[config.mk]
export PLATFORM = sky130hd
export DESIGN_NAME = mem_port_arbiter_flat
export DESIGN_NICKNAME = d
export VERILOG_FILES = /design/src/rtl/mem_arb_pkg.sv /design/src/rtl/mem_port_arbiter_if.sv /design/src/rtl/mem_wait_timer.sv /design/src/rtl/mem_port_arbiter.sv /design/src/flat_wrapper.sv
export SDC_FILE = /design/constraint.sdc
export NUM_CORES = 1
export LEC_CHECK = 0
export ABC_CLOCK_PERIOD_IN_PS = 1450
export CORE_UTILIZATION = 38
export DETAILED_ROUTE_END_ITERATION = 6
export PLACE_DENSITY = 0.89
export SKIP_LAST_GASP = 1
export SLEW_MARGIN = 10
export SYNTH_ARGS = -nofsm -noshare
export SYNTH_HDL_FRONTEND = slang
export SYNTH_SLANG_ARGS = --single-unit
[constraint.sdc]
create_clock -name clk -period 1.45 [get_ports clk]
set_input_delay 0.145 -clock clk [delete_from_list [all_inputs] [get_ports clk]]
set_output_delay 0.145 -clock clk [all_outputs]
set_load 0.01 [all_outputs]
[src/rtl/mem_arb_pkg.sv]
// Shared types and constants for the unified memory-port arbiter.
package mem_arb_pkg;

    // Default address/data width of the pipeline memory port.
    localparam int unsigned DefaultWordW = 16;

    // Width of the wait timer; wide enough for a limit of 255.
    localparam int unsigned TimerW = 8;

    typedef enum logic [1:0] {
        StIdle  = 2'd0,
        StDBusy = 2'd1,
        StIBusy = 2'd2
    } arb_state_e;

    // Which requester owns the access being issued.
    typedef enum logic {
        SelD = 1'b0,
        SelI = 1'b1
    } req_sel_e;

endpackage

[src/rtl/mem_port_arbiter_if.sv]
// Pipeline-side and memory-side signals of the shared memory port.
// slave: the arbiter's view; master: the pipeline plus memory model.
interface mem_port_arbiter_if import mem_arb_pkg::*; #(
    parameter int unsigned WORD_W = DefaultWordW
) ();

    logic              i_req;
    logic [WORD_W-1:0] i_addr;
    logic              d_req;
    logic              d_we;
    logic [WORD_W-1:0] d_addr;
    logic [WORD_W-1:0] d_wdata;
    logic              pipe_advance;
    logic [WORD_W-1:0] i_rdata;
    logic [WORD_W-1:0] d_rdata;
    logic              i_done;
    logic              d_done;
    logic              stall;
    logic              mem_req;
    logic              mem_we;
    logic [WORD_W-1:0] mem_addr;
    logic [WORD_W-1:0] mem_wdata;
    logic              mem_ready;
    logic [WORD_W-1:0] mem_rdata;
    logic              timeout_err;

    modport slave (
        input  i_req, i_addr, d_req, d_we, d_addr, d_wdata, pipe_advance, mem_ready, mem_rdata,
        output i_rdata, d_rdata, i_done, d_done, stall, mem_req, mem_we, mem_addr, mem_wdata,
        output timeout_err
    );

    modport master (
        output i_req, i_addr, d_req, d_we, d_addr, d_wdata, pipe_advance, mem_ready, mem_rdata,
        input  i_rdata, d_rdata, i_done, d_done, stall, mem_req, mem_we, mem_addr, mem_wdata,
        input  timeout_err
    );

endinterface

[src/rtl/mem_wait_timer.sv]
// Saturating wait counter for multi-cycle handshakes. expired_o pulses on
// the enabled cycle whose count step reaches limit_i; the count then holds.
module mem_wait_timer import mem_arb_pkg::*; #(
    parameter int unsigned CountW = TimerW
) (
    input  logic              clk_i,
    input  logic              rst_i,
    input  logic              clear_i,
    input  logic              enable_i,
    input  logic [CountW-1:0] limit_i,
    output logic [CountW-1:0] count_o,
    output logic              expired_o
);

    logic [CountW-1:0] count_q, count_d;
    logic [CountW:0]   count_inc;

    assign count_inc = {1'b0, count_q} + {{CountW{1'b0}}, 1'b1};
    assign count_o   = count_q;

    // Next count: clear wins, otherwise step while enabled and below the limit.
    always_comb begin
        count_d   = count_q;
        expired_o = 1'b0;
        if (clear_i) begin
            count_d = '0;
        end else if (enable_i && (count_q != limit_i)) begin
            count_d   = count_inc[CountW-1:0];
            expired_o = (count_inc == {1'b0, limit_i});
        end
    end

    // Count register.
    always_ff @(posedge clk_i) begin
        if (rst_i) begin
            count_q <= '0;
        end else begin
            count_q <= count_d;
        end
    end

endmodule

[src/rtl/mem_port_arbiter.sv]
// Sequences the single memory port between instruction fetch (IF) and data
// access (MEM). Data wins ties since it belongs to the older instruction.
module mem_port_arbiter import mem_arb_pkg::*; #(
    parameter int unsigned WORD_W   = DefaultWordW,
    parameter int unsigned MAX_WAIT = 15
) (
    input logic               clk,
    input logic               reset,
    mem_port_arbiter_if.slave bus
);

    localparam logic [TimerW-1:0] WaitLimit = TimerW'(MAX_WAIT);

    arb_state_e        state_q, state_d;
    logic              mem_req_q, mem_req_d;
    logic              mem_we_q, mem_we_d;
    logic [WORD_W-1:0] mem_addr_q, mem_addr_d;
    logic [WORD_W-1:0] mem_wdata_q, mem_wdata_d;
    logic [WORD_W-1:0] i_rdata_q, i_rdata_d;
    logic [WORD_W-1:0] d_rdata_q, d_rdata_d;
    logic              i_done_q, i_done_d;
    logic              d_done_q, d_done_d;
    logic              timeout_err_q, timeout_err_d;
    logic              stall;
    logic              busy;
    logic              issue;
    req_sel_e          sel;
    logic              timer_expired;
    logic [TimerW-1:0] wait_count;

    assign stall = (bus.i_req & ~i_done_q) | (bus.d_req & ~d_done_q);
    assign busy  = (state_q != StIdle);

    // Watchdog: held clear in IDLE so each access starts from zero.
    mem_wait_timer #(
        .CountW (TimerW)
    ) u_wait_timer (
        .clk_i     (clk),
        .rst_i     (reset),
        .clear_i   (~busy),
        .enable_i  (busy & ~bus.mem_ready),
        .limit_i   (WaitLimit),
        .count_o   (wait_count),
        .expired_o (timer_expired)
    );

    // Next-state: done-flag release, request issue and response capture.
    always_comb begin
        state_d       = state_q;
        mem_req_d     = mem_req_q;
        mem_we_d      = mem_we_q;
        mem_addr_d    = mem_addr_q;
        mem_wdata_d   = mem_wdata_q;
        i_rdata_d     = i_rdata_q;
        d_rdata_d     = d_rdata_q;
        i_done_d      = i_done_q;
        d_done_d      = d_done_q;
        timeout_err_d = timeout_err_q | timer_expired;
        issue         = 1'b0;
        sel           = SelD;

        // The pipeline may only retire its done flags once nothing is stalling.
        if (bus.pipe_advance && !stall) begin
            i_done_d = 1'b0;
            d_done_d = 1'b0;
        end

        unique case (state_q)
            StIdle: begin
                if (bus.d_req && !d_done_q) begin
                    issue   = 1'b1;
                    sel     = SelD;
                    state_d = StDBusy;
                end else if (bus.i_req && !i_done_q) begin
                    issue   = 1'b1;
                    sel     = SelI;
                    state_d = StIBusy;
                end
            end
            StDBusy: begin
                if (bus.mem_ready) begin
                    mem_req_d = 1'b0;
                    d_done_d  = 1'b1;
                    if (!mem_we_q) begin
                        d_rdata_d = bus.mem_rdata;
                    end
                    state_d = StIdle;
                end
            end
            StIBusy: begin
                if (bus.mem_ready) begin
                    mem_req_d = 1'b0;
                    i_done_d  = 1'b1;
                    i_rdata_d = bus.mem_rdata;
                    state_d   = StIdle;
                end
            end
            default: state_d = StIdle;
        endcase

        if (issue) begin
            mem_req_d   = 1'b1;
            mem_we_d    = (sel == SelD) ? bus.d_we : 1'b0;
            mem_addr_d  = (sel == SelD) ? bus.d_addr : bus.i_addr;
            mem_wdata_d = (sel == SelD) ? bus.d_wdata : '0;
        end
    end

    // State and request/response registers.
    always_ff @(posedge clk) begin
        if (reset) begin
            state_q       <= StIdle;
            mem_req_q     <= 1'b0;
            mem_we_q      <= 1'b0;
            mem_addr_q    <= '0;
            mem_wdata_q   <= '0;
            i_rdata_q     <= '0;
            d_rdata_q     <= '0;
            i_done_q      <= 1'b0;
            d_done_q      <= 1'b0;
            timeout_err_q <= 1'b0;
        end else begin
            state_q       <= state_d;
            mem_req_q     <= mem_req_d;
            mem_we_q      <= mem_we_d;
            mem_addr_q    <= mem_addr_d;
            mem_wdata_q   <= mem_wdata_d;
            i_rdata_q     <= i_rdata_d;
            d_rdata_q     <= d_rdata_d;
            i_done_q      <= i_done_d;
            d_done_q      <= d_done_d;
            timeout_err_q <= timeout_err_d;
        end
    end

    // The wait count saturates at the limit and never runs past it.
    assert property (@(posedge clk) disable iff (reset) wait_count <= WaitLimit);

    assign bus.stall       = stall;
    assign bus.mem_req     = mem_req_q;
    assign bus.mem_we      = mem_we_q;
    assign bus.mem_addr    = mem_addr_q;
    assign bus.mem_wdata   = mem_wdata_q;
    assign bus.i_rdata     = i_rdata_q;
    assign bus.d_rdata     = d_rdata_q;
    assign bus.i_done      = i_done_q;
    assign bus.d_done      = d_done_q;
    assign bus.timeout_err = timeout_err_q;

endmodule

[src/flat_wrapper.sv]
// flat-port wrapper written by rule: the top's interface ports become plain ports
module mem_port_arbiter_flat import mem_arb_pkg::*;
#(
    parameter int unsigned WORD_W   = DefaultWordW,
    parameter int unsigned MAX_WAIT = 15
)
  (clk, reset, bus_i_req, bus_i_addr, bus_d_req, bus_d_we, bus_d_addr, bus_d_wdata, bus_pipe_advance, bus_mem_ready, bus_mem_rdata, bus_i_rdata, bus_d_rdata, bus_i_done, bus_d_done, bus_stall, bus_mem_req, bus_mem_we, bus_mem_addr, bus_mem_wdata, bus_timeout_err);
  mem_port_arbiter_if #(.WORD_W(WORD_W)) bus_i ();
  input logic clk;
  input logic reset;
  input wire logic [$bits(bus_i.i_req)-1:0] bus_i_req;
  input wire logic [$bits(bus_i.i_addr)-1:0] bus_i_addr;
  input wire logic [$bits(bus_i.d_req)-1:0] bus_d_req;
  input wire logic [$bits(bus_i.d_we)-1:0] bus_d_we;
  input wire logic [$bits(bus_i.d_addr)-1:0] bus_d_addr;
  input wire logic [$bits(bus_i.d_wdata)-1:0] bus_d_wdata;
  input wire logic [$bits(bus_i.pipe_advance)-1:0] bus_pipe_advance;
  input wire logic [$bits(bus_i.mem_ready)-1:0] bus_mem_ready;
  input wire logic [$bits(bus_i.mem_rdata)-1:0] bus_mem_rdata;
  output wire logic [$bits(bus_i.i_rdata)-1:0] bus_i_rdata;
  output wire logic [$bits(bus_i.d_rdata)-1:0] bus_d_rdata;
  output wire logic [$bits(bus_i.i_done)-1:0] bus_i_done;
  output wire logic [$bits(bus_i.d_done)-1:0] bus_d_done;
  output wire logic [$bits(bus_i.stall)-1:0] bus_stall;
  output wire logic [$bits(bus_i.mem_req)-1:0] bus_mem_req;
  output wire logic [$bits(bus_i.mem_we)-1:0] bus_mem_we;
  output wire logic [$bits(bus_i.mem_addr)-1:0] bus_mem_addr;
  output wire logic [$bits(bus_i.mem_wdata)-1:0] bus_mem_wdata;
  output wire logic [$bits(bus_i.timeout_err)-1:0] bus_timeout_err;
  assign bus_i.i_req = bus_i_req;
  assign bus_i.i_addr = bus_i_addr;
  assign bus_i.d_req = bus_d_req;
  assign bus_i.d_we = bus_d_we;
  assign bus_i.d_addr = bus_d_addr;
  assign bus_i.d_wdata = bus_d_wdata;
  assign bus_i.pipe_advance = bus_pipe_advance;
  assign bus_i.mem_ready = bus_mem_ready;
  assign bus_i.mem_rdata = bus_mem_rdata;
  assign bus_i_rdata = bus_i.i_rdata;
  assign bus_d_rdata = bus_i.d_rdata;
  assign bus_i_done = bus_i.i_done;
  assign bus_d_done = bus_i.d_done;
  assign bus_stall = bus_i.stall;
  assign bus_mem_req = bus_i.mem_req;
  assign bus_mem_we = bus_i.mem_we;
  assign bus_mem_addr = bus_i.mem_addr;
  assign bus_mem_wdata = bus_i.mem_wdata;
  assign bus_timeout_err = bus_i.timeout_err;
  mem_port_arbiter #(.WORD_W(WORD_W), .MAX_WAIT(MAX_WAIT)) u_core (.clk(clk), .reset(reset), .bus(bus_i));
endmodule
==> flow_summary.ini, run 1 <==
[place]
dp_hpwl_um = 6600
dp_cells = 610
place_area_sq_mm = 0.00485
gp_congestion = 0.767
place_ws_ps = -230
portBuffers = 140

[synth]
synth_cells = 365
synth_async_sr_flop_share_pct = 0
yosysTopAreaCell = dfxtp_1
ys_warn_count = 0
synth_cell_types = 36
syn_nets = 441
synth_edf_count = 0
synth_top_cell_area_share_pct = 49.6
synth-seq-cells = 79
syn_area_per_cell_sq_um = 8.74
synth-main-ff-cell = dfxtp_1
yosysSeqAreaShare_pct = 49.6
syn_area_sq_mm = 0.00319
netlist_top_cells_area = dfxtp_1 50%, nand2_1 8.6%, a21oi_1 6.0%
yosysMostFrequentCell = dfxtp_1
ys_top_cells_by_count = 79 x dfxtp_1, 73 x nand2_1, 47 x nor2_1

[sta]
setup_violations = 2
hold_viol = 0
drv_slew = 0
tightest_slew_ps = 374
max_freq_mhz = 673
period_minus_slack_ps = 1490
fin_hold_ws_ps = 151
setup_tns_ps = -50.2
fin_skew_ps = 12.2
period_share_pct = 102
layout_setup_ws_ps = -35.4
maxSlewHeadroom_pct = 74.9
rsz0062_at_grt = yes

[clock_tree]
cts_tree = yes
cts_hold_buf = 0
cts_buffers = 9
insertion_delay_ps = 350
max-clock-path-buffers = 2
htreeDepth = 3
cts_root_buf = clkbuf_8
clk_pin_slew_ps = 80
clock-sinks = 79

[global_routing]
antenna_found_initial = 0
grt_pass1_vias = 3255
grt_pass1_wl_um = 14800
grt_overflow = 0
grt_usage_pct = 21.7
grt_start_max_net_pins = 29

[worst_hold_path]
worstHoldPathType = primary input to flop

[die]
die_w_um = 93.6
core.rowCount = 33
pin_count = 141
die_area_sq_mm = 0.00877
start_util_pct = 39.0
core_sq_mm = 0.00818
die_y_um = 93.6

[setup_path]
arrival_ps = 1740
required_ps = 1700
cp-start-kind = flop
end_kind = flop
crit_path_max_fanout = 6
path_class = flop to flop
reg2reg_slack_ps = -40

[power_and_ir_drop]
power.density_mw_per_mm2 = 1010
ir_drop_v = 0.000779
leakage_nw = 2.04
power_mw = 5.40

[final_layout]
drive_gt1_share_pct = 17.0
final_nets = 600
diodes = 0
fin_util_pct = 65.2
syn_to_final_growth_pct = 66.9
instances_no_fill = 634
postLayoutCellArea_sq_mm = 0.00533
fillCellCount = 652

[outcome]
violations = negative setup slack
outcome = complete, but fails checks

[flow_run]
drv_cap = 0

[route]
drt_iter0_markers = 119
routed_wirelength_um = 9520
top_layer_used = met4
met1_length_um = 3860
viasPerCell = 5.02
ant_nets = 0
wl_met2_um = 4860
drt-pass1-iter-count = 4
drcViolationCount = 0
avgRoutedWirePerCell_um = 15.0
routed-wl-met3_um = 575
via_count = 3180
-- final cells by class --
type                            count  area, sq um  share of cell area [%]
Tap cell                          105          131                    2.47
Timing Repair Buffer              172         1760                    33.0
Multi-Input combinational cell    258         1650                    30.9
Inverter                            4         15.0                   0.282
Sequential cell                    79         1590                    29.8
Clock buffer                       11          151                    2.84
Clock inverter                      5         38.8                   0.728
-- cell usage in the layout (no fill, tap or decap), types with 2 or more instances in the layout --
| cell type | n |
|---|---|
| nand2b_4 | 2 |
| ha_1 | 3 |
| mux2i_1 | 15 |
| mux2i_2 | 2 |
| xor2_1 | 3 |
| buf_4 | 24 |
| nor2_1 | 45 |
| nand3_1 | 3 |
| buf_12 | 4 |
| a211oi_1 | 12 |
| dlymetal6s2s_1 | 6 |
| mux2i_4 | 2 |
| inv_6 | 2 |
| clkdlybuf4s50_1 | 129 |
| dfxtp_2 | 3 |
| dfxtp_1 | 76 |
| a211oi_2 | 5 |
| inv_2 | 2 |
| a21oi_1 | 38 |
| a31oi_1 | 2 |
| xnor2_1 | 3 |
| dlygate4sd2_1 | 4 |
| and2_1 | 2 |
| nand2_1 | 73 |
| inv_1 | 2 |
| a22oi_1 | 9 |
| nor2b_1 | 4 |
| nand4_1 | 2 |
| clkbuf_8 | 11 |
| a22oi_2 | 8 |
| nand2b_1 | 3 |
| buf_2 | 2 |
| and3_4 | 3 |
-- power breakdown --
| part | switching, mW | internal, mW | leakage, nW |
|---|---|---|---|
| Combinational | 0.621 | 0.814 | 1.30 |
| Sequential | 0.0924 | 2.32 | 0.646 |
| Clock | 0.822 | 0.727 | 0.0963 |
-- routing by layer --
| metal | global-route usage [%] | up-vias |
|---|---|---|
| met3 | 5.20 | 21 |
| met2 | 39.4 | 106 |
| met1 | 23.9 | 1481 |
| met5 | 0 | - |
| met4 | 9.49 | 0 |
| li1 | - | 1572 |
-- what timing repair did --
action	4_1_cts	5_1_grt
pin swaps	2	7
endpoints found under the hold margin	0	0
cloned	2	2
buffers inserted	2	2
endpoints found under the setup margin	20	44
resized for setup	15	33
-- registers in the layout (all words and copies together), names as in the netlist --
register / count
u_core.bus.d_rdata: 16
u_core.bus.mem_req: 1
u_core.bus.timeout_err: 1
u_core.state_q: 2
u_core.bus.i_done: 1
u_core.u_wait_timer.count_o: 8
u_core.bus.mem_wdata: 16
u_core.bus.d_done: 1
u_core.bus.mem_we: 1
u_core.bus.mem_addr: 16
u_core.bus.i_rdata: 16
-- cell families after synthesis --
group | count (synthesis) | synth area share (%)
AND/OR/NAND/NOR | 147 | 20.1
AO/OA/AOI/OAI | 81 | 16.5
flip-flops | 79 | 49.6
buffers and inverters | 28 | 4.23
multiplexers | 19 | 5.96
XOR/XNOR | 6 | 1.65
adder cells (fa/ha/maj) | 5 | 1.96
-- critical path: stages (launching register included) --
cell	delay, ps
dfxtp_2	360
inv_2	60
ha_4	180
and3_4	190
buf_12	150
mux2i_4	180
a211oi_2	270
-- worst paths after layout --
kind | from | endpoint | cells past startpoint
worst max-delay path | u_core.state_q[0] | u_core.bus.mem_addr[15] | 6
worst min register to register | u_core.bus.i_rdata[0] | u_core.bus.i_rdata[0] | 2
worst min-delay path | reset | u_core.bus.d_rdata[8] | 2
worst max register to register | u_core.state_q[0] | u_core.bus.mem_addr[15] | 6
Note: power is estimated with default switching activity, not from simulation.
==> inputs of run 2 (changes only) <==
--- a/config.mk
+++ b/config.mk
@@ -8,6 +8,7 @@
 export ABC_CLOCK_PERIOD_IN_PS = 1450
 export CORE_UTILIZATION = 38
 export DETAILED_ROUTE_END_ITERATION = 6
+export GPL_TIMING_DRIVEN = 0
 export PLACE_DENSITY = 0.89
 export SKIP_LAST_GASP = 1
 export SLEW_MARGIN = 10
==> run 2 against run 1 <==
Effect of this change:
- the run still ends with negative setup slack left
- clock-buffer cell count fell by 2
- sequential power about the same
- via count grew 0.50%
- routed wire length shrank 1.1%
- critical path depth unchanged
- non-clock buffer count down 2
- worst hold slack improved by 210 ps
- core utilization shrank 0.46 points
- final area fell by 0.70%
- register-to-register slack worse by 50 ps
- die area unchanged
- largest cell class is now multi-input gates
==> flow_summary.ini, run 2 (same netlist as run 1, synthesis figures left out) <==
[final_layout]
syn_to_final_growth_pct = 65.8
fin_util_pct = 64.7
postLayoutCellArea_sq_mm = 0.00529
diodes = 0
drive_gt1_share_pct = 15.4
multi_input_area_sq_mm = 0.00167
ff_latch_area_sq_mm = 0.00159
fillCellCount = 663
layout_common_cells = 127 x clkdlybuf4s50_1, 73 x dfxtp_1, 71 x nand2_1
final_nets = 598
final_common_cell = clkdlybuf4s50_1

[outcome]
outcome = complete, but fails checks
violations = negative setup slack

[sta]
drv_slew = 0
hold_viol = 0
fin_hold_ws_ps = 359
fin_skew_ps = 10.5
rsz0062_at_grt = yes
period_minus_slack_ps = 1540
setup_violations = 12
tightest_slew_ps = 631
max_freq_mhz = 651
maxSlewHeadroom_pct = 58.0
layout_setup_ws_ps = -86.6
period_share_pct = 106

[place]
gp_congestion = 0.761
place_ws_ps = -541
place_area_sq_mm = 0.00475
dp_hpwl_um = 6780
portBuffers = 140

[flow_run]
drv_cap = 0

[setup_path]
startpoint = u_core.state_q[0]
reg2reg_from = u_core.state_q[0]
cp-start-kind = flop
required_ps = 1670
end_kind = flop
crit_path_max_fanout = 7
arrival_ps = 1750
path_class = flop to flop

[die]
core_sq_mm = 0.00818
die_y_um = 93.6
die_area_sq_mm = 0.00877
pin_count = 141
die_w_um = 93.6
core.rowCount = 33
start_util_pct = 39.0

[global_routing]
grt_pass1_wl_um = 14600
grt_usage_pct = 21.4
grt_overflow = 0
antenna_found_initial = 0
grt_start_max_net_pins = 19
grt_pass1_vias = 3147

[clock_tree]
insertion_delay_ps = 360
htreeDepth = 3
max-clock-path-buffers = 2
cts_tree = yes
cts_buffers = 9
clk_pin_slew_ps = 90
clock-sinks = 79
cts_root_buf = clkbuf_8

[power_and_ir_drop]
power.density_mw_per_mm2 = 1050
p_sw_mw = 1.53
leakage_nw = 2.03
p_seq_share_pct = 43.3
ir_drop_v = 0.000703
switching_share_pct = 27.4
p_int_mw = 4.04
clkPwrFrac_pct = 32.5
power_frac_comb_pct = 24.2

[route]
drt_iter0_markers = 109
drcViolationCount = 0
ant_nets = 0
drt-pass1-iter-count = 4
routed_wirelength_um = 9410
via_count = 3196
avgRoutedWirePerCell_um = 14.9
viasPerCell = 5.06

[worst_hold_path]
worstHoldPathType = primary input to flop
hold_path.startpoint = bus_mem_rdata[9]
[run 2: cell count changes in the layout (fill, tap and decap cells not counted), sizes merged, moves of 2 or more]
cell	previous run	this run
bufinv	0	2
clkinv	2	4
clkdlybuf4s50	129	127
clkbuf	12	24
dlymetal6s2s	6	8
buf	31	15
[run 2: metal layers]
layer / vias to the layer above / share of wire, % / wire length [um] / GRT usage [%]
met5: - / 0 / 0 / 0
met4: 0 / 1.7 / 161 / 8.72
met3: 16 / 6.8 / 640 / 5.69
met2: 114 / 51 / 4830 / 38.1
met1: 1505 / 40 / 3780 / 24.0
li1: 1561 / - / - / -
[run 2: power by group through the flow]
| stage | clock [mW] | sequential [mW] | combinational, mW |
|---|---|---|---|
| after CTS | 1.84 | 2.41 | 1.24 |
| after floorplan | 0 | 2.52 | 0.484 |
| after global routing | 1.94 | 2.43 | 1.45 |
| after detailed placement | 0 | 2.46 | 1.18 |
| after global placement | 0 | 2.45 | 1.15 |
| final | 1.81 | 2.41 | 1.35 |
[run 2: path summary, 6_finish.rpt]
check	end	slack, ps	cells after the start
max	u_core.bus.mem_addr[14]	-90	6
min	u_core.bus.i_rdata[9]	360	3
max reg2reg	u_core.bus.mem_addr[14]	-90	6
min reg2reg	u_core.bus.i_rdata[3]	460	2
[run 2: through the flow]
step,TNS (ps),power [mW],std cells
final,-372,5.57,632
after global routing,-1900,5.81,632
after CTS,-546,5.49,626
after detailed placement,-24670,3.64,610
after global placement,-22040,3.60,610
after floorplan,0,3.00,365
[run 2: timing repair]
item                                    4_1_cts  5_1_grt
hold buffers                                  0        0
gates cloned                                  0        1
setup buffers                                 4        6
pin swaps                                     6       13
endpoints found under the setup margin       64       60
gates resized for setup                      28       45
[run 2: worst max-delay path, cell delays in order, from the launching register on]
cell and delay, ps:
dfxtp_2 340, inv_2 80, ha_4 190, and3_4 280, buf_12 150, mux2i_2 250, a211oi_2 100
[run 2: area by class of cell]
| cell class | instances | area share, % |
|---|---|---|
| sequential | 79 | 30.1 |
| timing repair buffer | 151 | 28.9 |
| buffer | 19 | 2.48 |
| tap | 105 | 2.48 |
| inverter | 4 | 0.284 |
| multi-input combinational | 258 | 31.6 |
| clock inverter | 7 | 1.82 |
| clock buffer | 9 | 2.34 |
==> patch 1 (config.mk and constraints of run 1) <==
Set the package constant `DefaultWordW` to 24 (it was 16).
--- a/src/rtl/mem_arb_pkg.sv
+++ b/src/rtl/mem_arb_pkg.sv
@@ -2,7 +2,7 @@
 package mem_arb_pkg;
 
     // Default address/data width of the pipeline memory port.
-    localparam int unsigned DefaultWordW = 16;
+    localparam int unsigned DefaultWordW = 24;
 
     // Width of the wait timer; wide enough for a limit of 255.
     localparam int unsigned TimerW = 8;
Interface: changed (8 resized); port bits go from 141 to 205. No check against the original RTL was run, so the function may have changed too.
==> patch 1 against run 1 <==
  * The run still ends with setup timing left
  * Area after synthesis up 40%
  * First-iteration DRC count up 89%
  * Critical path type is now in2reg
  * Count of clock-buffer cells in the layout down 1
  * Critical path depth unchanged
  * Synthesized cell count up 36%
  * Clock skew about the same
  * Sequential cell count up 32
  * Maximum frequency down 5.4%
  * Die area up 39%
  * Setup slack worse by 84 ps
  * Total power up 48%
  * Design area up 43%
  * Highest routed layer unchanged
  * Wire length up 53%
  * Hold slack better by 22 ps
==> patch 1: results (changes against run 1) <==
arrival_ps: 1790  # was 1740 ps
synthDistinctLibCells: 40  # was 36
first_global_vias: 4209  # was 3,255
grt_start_max_net_pins: 60  # was 29
grtUsageTotal_pct: 21.8  # was 21.7%
grt_pass1_wl_mm: 20.1  # was 14.8 mm
syn-num-nets: 606  # was 441
run_status: "finished, violations left"  # unchanged
final_nets: 815  # was 600
drive_gt1_share_pct: 19.0  # was 17.0%
cp_slowest_cell: "clkdlybuf4s50_1"  # was dfxtp_2
violations: "setup timing"  # unchanged
ys_top_cells_by_area: "dfxtp_1 (50%), nand2_1 (8.9%), a21oi_1 (6.1%)"  # was dfxtp_1 (50%), nand2_1 (8.6%), a21oi_1 (6.0%)
leakage_uw: 0.00279  # was 0.00204 uW
hpwl_mm: 9.28  # was 6.60 mm
synth_top_area_share_pct: 49.9  # was 49.6%
ys_top_cells_by_count: "dfxtp_1 (111), nand2_1 (105), nor2_1 (63)"  # was dfxtp_1 (79), nand2_1 (73), nor2_1 (47)
skew_ps: 12.2  # about the same
gp_congestion: 0.803  # was 0.767
setup_ws_ps: -119  # was -35.4 ps
wl_per_cell_um: 17.1  # was 15.0 um
root_buffer: "clkbuf_16"  # was clkbuf_8
postCtsSetupBuffers: 3  # was 2
switching_share_pct: 28.5  # was 28.4%
placedCellCount: 827  # was 610
ir_worst_vdd_mv: 0.778  # was 0.779 mV
yosysSeqAreaShare_pct: 49.9  # was 49.6%
setup_viol: 28  # was 2
avgSynthCellArea_um2: 8.94  # was 8.74 um2
-- patch 1: routing by layer --
| metal | vias up | global-route usage [%] | share of wire [%] |
|---|---|---|---|
| met1 | 2070 | 25.2 | 39 |
| met5 | - | 0 | 0 |
| met2 | 179 | 37.2 | 51 |
| met4 | 0 | 10.1 | 2.1 |
| li1 | 2118 | - | - |
| met3 | 24 | 6.11 | 8.4 |
-- patch 1: worst paths after layout --
check	startpoint	to	slack [ps]	cells after the start
max reg2reg	u_core.state_q[0]	u_core.bus.mem_addr[11]	-110	6
max	bus_i_req	u_core.bus.mem_addr[11]	-120	6
min reg2reg	u_core.bus.i_rdata[14]	u_core.bus.i_rdata[14]	460	2
min	reset	u_core.bus.i_done	170	2
-- patch 1: power by group through the flow --
stage,clock network [uW],logic (uW),registers [uW]
2_1_floorplan,0,769,3550
3_3_place_gp,0,1770,3450
3_5_place_dp,0,1830,3460
4_1_cts,2470,1950,3400
5_1_grt,2590,2350,3430
6_report,2410,2200,3410
-- patch 1: final cells by class --
cell class                 count  area, um2
inverter                       4       15.0
tap                          143        179
timing repair buffer         235       2530
sequential                   111       2230
fill                         821       3800
clock inverter                 6       53.8
clock buffer                  10        239
multi-input combinational    346       2370
-- patch 1: cells by family after synthesis --
family / share of synthesized area [%]
compound gates: 18.5
xor+xnor: 1.18
fa+ha+maj: 1.40
buf+inv: 4.47
flops: 49.9
mux: 6.07
simple gates: 18.5
-- patch 1: stage by stage --
stage | instance area (um2) | utilization, % | total power [uW] | setup TNS, ps
6_report | 7620 | 66.8 | 8020 | -2040
5_1_grt | 7620 | 66.8 | 8380 | -3720
3_3_place_gp | 6770 | 59.3 | 5220 | -7970
4_1_cts | 7240 | 63.4 | 7820 | -2200
3_5_place_dp | 6770 | 59.3 | 5290 | -12440
2_1_floorplan | 4480 | - | 4320 | 0
==> patch 2 (flow settings as in run 1) <==
Without the edit above. Take the reset off `mem_wdata_q` and load it in a clocked block of its own.
--- a/src/rtl/mem_port_arbiter.sv
+++ b/src/rtl/mem_port_arbiter.sv
@@ -113,7 +113,6 @@
             mem_req_q     <= 1'b0;
             mem_we_q      <= 1'b0;
             mem_addr_q    <= '0;
-            mem_wdata_q   <= '0;
             i_rdata_q     <= '0;
             d_rdata_q     <= '0;
             i_done_q      <= 1'b0;
@@ -124,13 +123,16 @@
             mem_req_q     <= mem_req_d;
             mem_we_q      <= mem_we_d;
             mem_addr_q    <= mem_addr_d;
-            mem_wdata_q   <= mem_wdata_d;
             i_rdata_q     <= i_rdata_d;
             d_rdata_q     <= d_rdata_d;
             i_done_q      <= i_done_d;
             d_done_q      <= d_done_d;
             timeout_err_q <= timeout_err_d;
         end
+    end
+
+    always_ff @(posedge clk) begin
+        mem_wdata_q <= mem_wdata_d;
     end
 
     // The wait count saturates at the limit and never runs past it.
Check against the original RTL: not equivalent (a bounded check fails within 4 cycles, from zero or initial values and one cycle with reset high).
==> patch 2 against run 1 <==
  * The flow still finishes with violations (setup timing)
  * Maximum frequency grew 0.45%
  * Design area grew 0.68%
  * Setup slack gained 6.7 ps
  * Area after synthesis is 2.3% higher
  * Non-clock buffer count is 1 higher
  * Wire length fell by 0.38%
  * Sequential cell count is the same
  * Total power grew 8.7%
  * Highest routed layer unchanged
==> patch 2: results (changes against run 1) <==
first_global_vias: 2943  # was 3,255
run_status: "finished, violations left"  # unchanged
yosysSeqAreaShare_pct: 53.4  # was 49.6%
gp_congestion: 0.883  # was 0.767
hold_class: "in2reg"  # unchanged
clkSlewWorstSetupHoldPaths_ps: 90
syn-num-nets: 421  # was 441
placedCellCount: 592  # was 610
skew_ps: 10.2  # was 12.2 ps
grt_antenna_before_repair: 0  # unchanged
ir_worst_vdd_mv: 0.563  # was 0.779 mV
grtUsageTotal_pct: 19.9  # was 21.7%
insertion_delay_ps: 350  # about the same
min-delay-start: "reset"  # unchanged
leakage_uw: 0.00209  # was 0.00204 uW
hpwl_mm: 6.35  # was 6.60 mm
setup.worst_path.start: "u_core.state_q[1]"  # was u_core.state_q[0]
routed_wirelength_mm: 9.48  # was 9.52 mm
fin_cells: 618  # was 634
ys_warn_count: 0  # unchanged
maxSlewHeadroom_pct: 73.6  # was 74.9%
synth-edff-count: 16  # was 0
setup_ws_ps: -28.7  # was -35.4 ps
final_nets: 584  # was 600
avgViaCountPerCell: 5.02  # about the same
fin_tns_setup_ps: -62.6  # was -50.2 ps
avgSynthCellArea_um2: 9.46  # was 8.74 um2
root_buffer: "clkbuf_8"  # unchanged
ys_top_cells_by_area: "dfxtp_1 (39%), edfxtp_1 (15%), nand2_1 (8.6%)"  # was dfxtp_1 (50%), nand2_1 (8.6%), a21oi_1 (6.0%)
ys_top_cells_by_count: "nand2_1 (75), dfxtp_1 (63), a21oi_1 (38)"  # was dfxtp_1 (79), nand2_1 (73), nor2_1 (47)
violations: "setup timing"  # unchanged
arrival_ps: 1710  # was 1740 ps
cts_buffers: 9  # unchanged
dr.pass1.iters: 5  # was 4
synth_flop_cell: "dfxtp_1"  # unchanged
setup_viol: 8  # was 2
drt_iter0_drc: 90  # was 119
path_max_fanout: 8  # was 6
numPortBuffers: 140  # unchanged
clk_path_buf_depth: 2  # unchanged
ys_async_sr_fraction_pct: 0  # unchanged
htree_num_levels: 3  # unchanged
grt_pass1_wl_mm: 13.7  # was 14.8 mm
drive_gt1_share_pct: 16.2  # was 17.0%
grt_start_max_net_pins: 40  # was 29
n_antenna_cell: 0  # unchanged
synthDistinctLibCells: 43  # was 36
## patch 2: cells by family after synthesis
family                     count (synthesis)  synth area share (%)
and+or+nand+nor                          146                  21.0
DFF                                       79                  53.4
AOI/OAI and AO/OA                         65                  12.6
buffers and inverters                     27                  4.29
muxes                                     16                  4.91
xor gates and xnor gates                   7                  1.88
adders and majority gates                  5                  1.92
## patch 2: what timing repair did
action                     CTS  global route
gates cloned                 3             3
pin swaps                    4            12
setup endpoints to repair   21            63
gates resized for setup      9            25
buffers inserted             5             0
## patch 2: stage by stage
step | hold slack, ps | cell area, um2 | worst slack [ps] | total power (uW)
after global placement | 442 | 4910 | -97.8 | 3970
after floorplan | 281 | 3280 | -15.7 | 3240
after CTS | 248 | 5250 | -71.7 | 5840
final | 270 | 5360 | -28.7 | 5870
after global routing | 272 | 5360 | -83.8 | 6140
after detailed placement | 447 | 4910 | -221 | 4020
## patch 2: layout make-up
type	count	area, um2
Multi-Input combinational cell	239	1470
Timing Repair Buffer	173	1790
Clock inverter	5	42.5
Inverter	6	22.5
Sequential cell	79	1750
Tap cell	105	131
Fill cell	618	2900
Clock buffer	11	163
## patch 2: layer usage
metal	up-vias	part of all wire [%]	global-route usage (%)
li1	1488	-	-
met1	1474	39	22.1
met2	121	50	35.5
met3	22	7.6	5.64
met4	0	3.2	8.46
met5	-	0	0
## patch 2: report_power, final
part / internal [uW] / switching [uW]
logic: 925 / 715
registers: 2480 / 98.6
clock network: 798 / 856
## patch 2: final timing paths
path	end	slack, ps	cells past startpoint
setup / recovery	u_core.bus.mem_addr[4]	-30	7
hold / removal	u_core.u_wait_timer.count_o[1]	270	3
hold reg to reg	u_core.bus.d_rdata[10]	460	2
setup reg to reg	u_core.bus.mem_addr[4]	-30	7
## patch 2: critical path, stage by stage (launching register included)
cell and delay (ps):
dfxtp_2 360, inv_2 50, ha_4 190, buf_6 120, nand3_4 110, buf_12 160, mux2i_1 250, a211oi_2 110
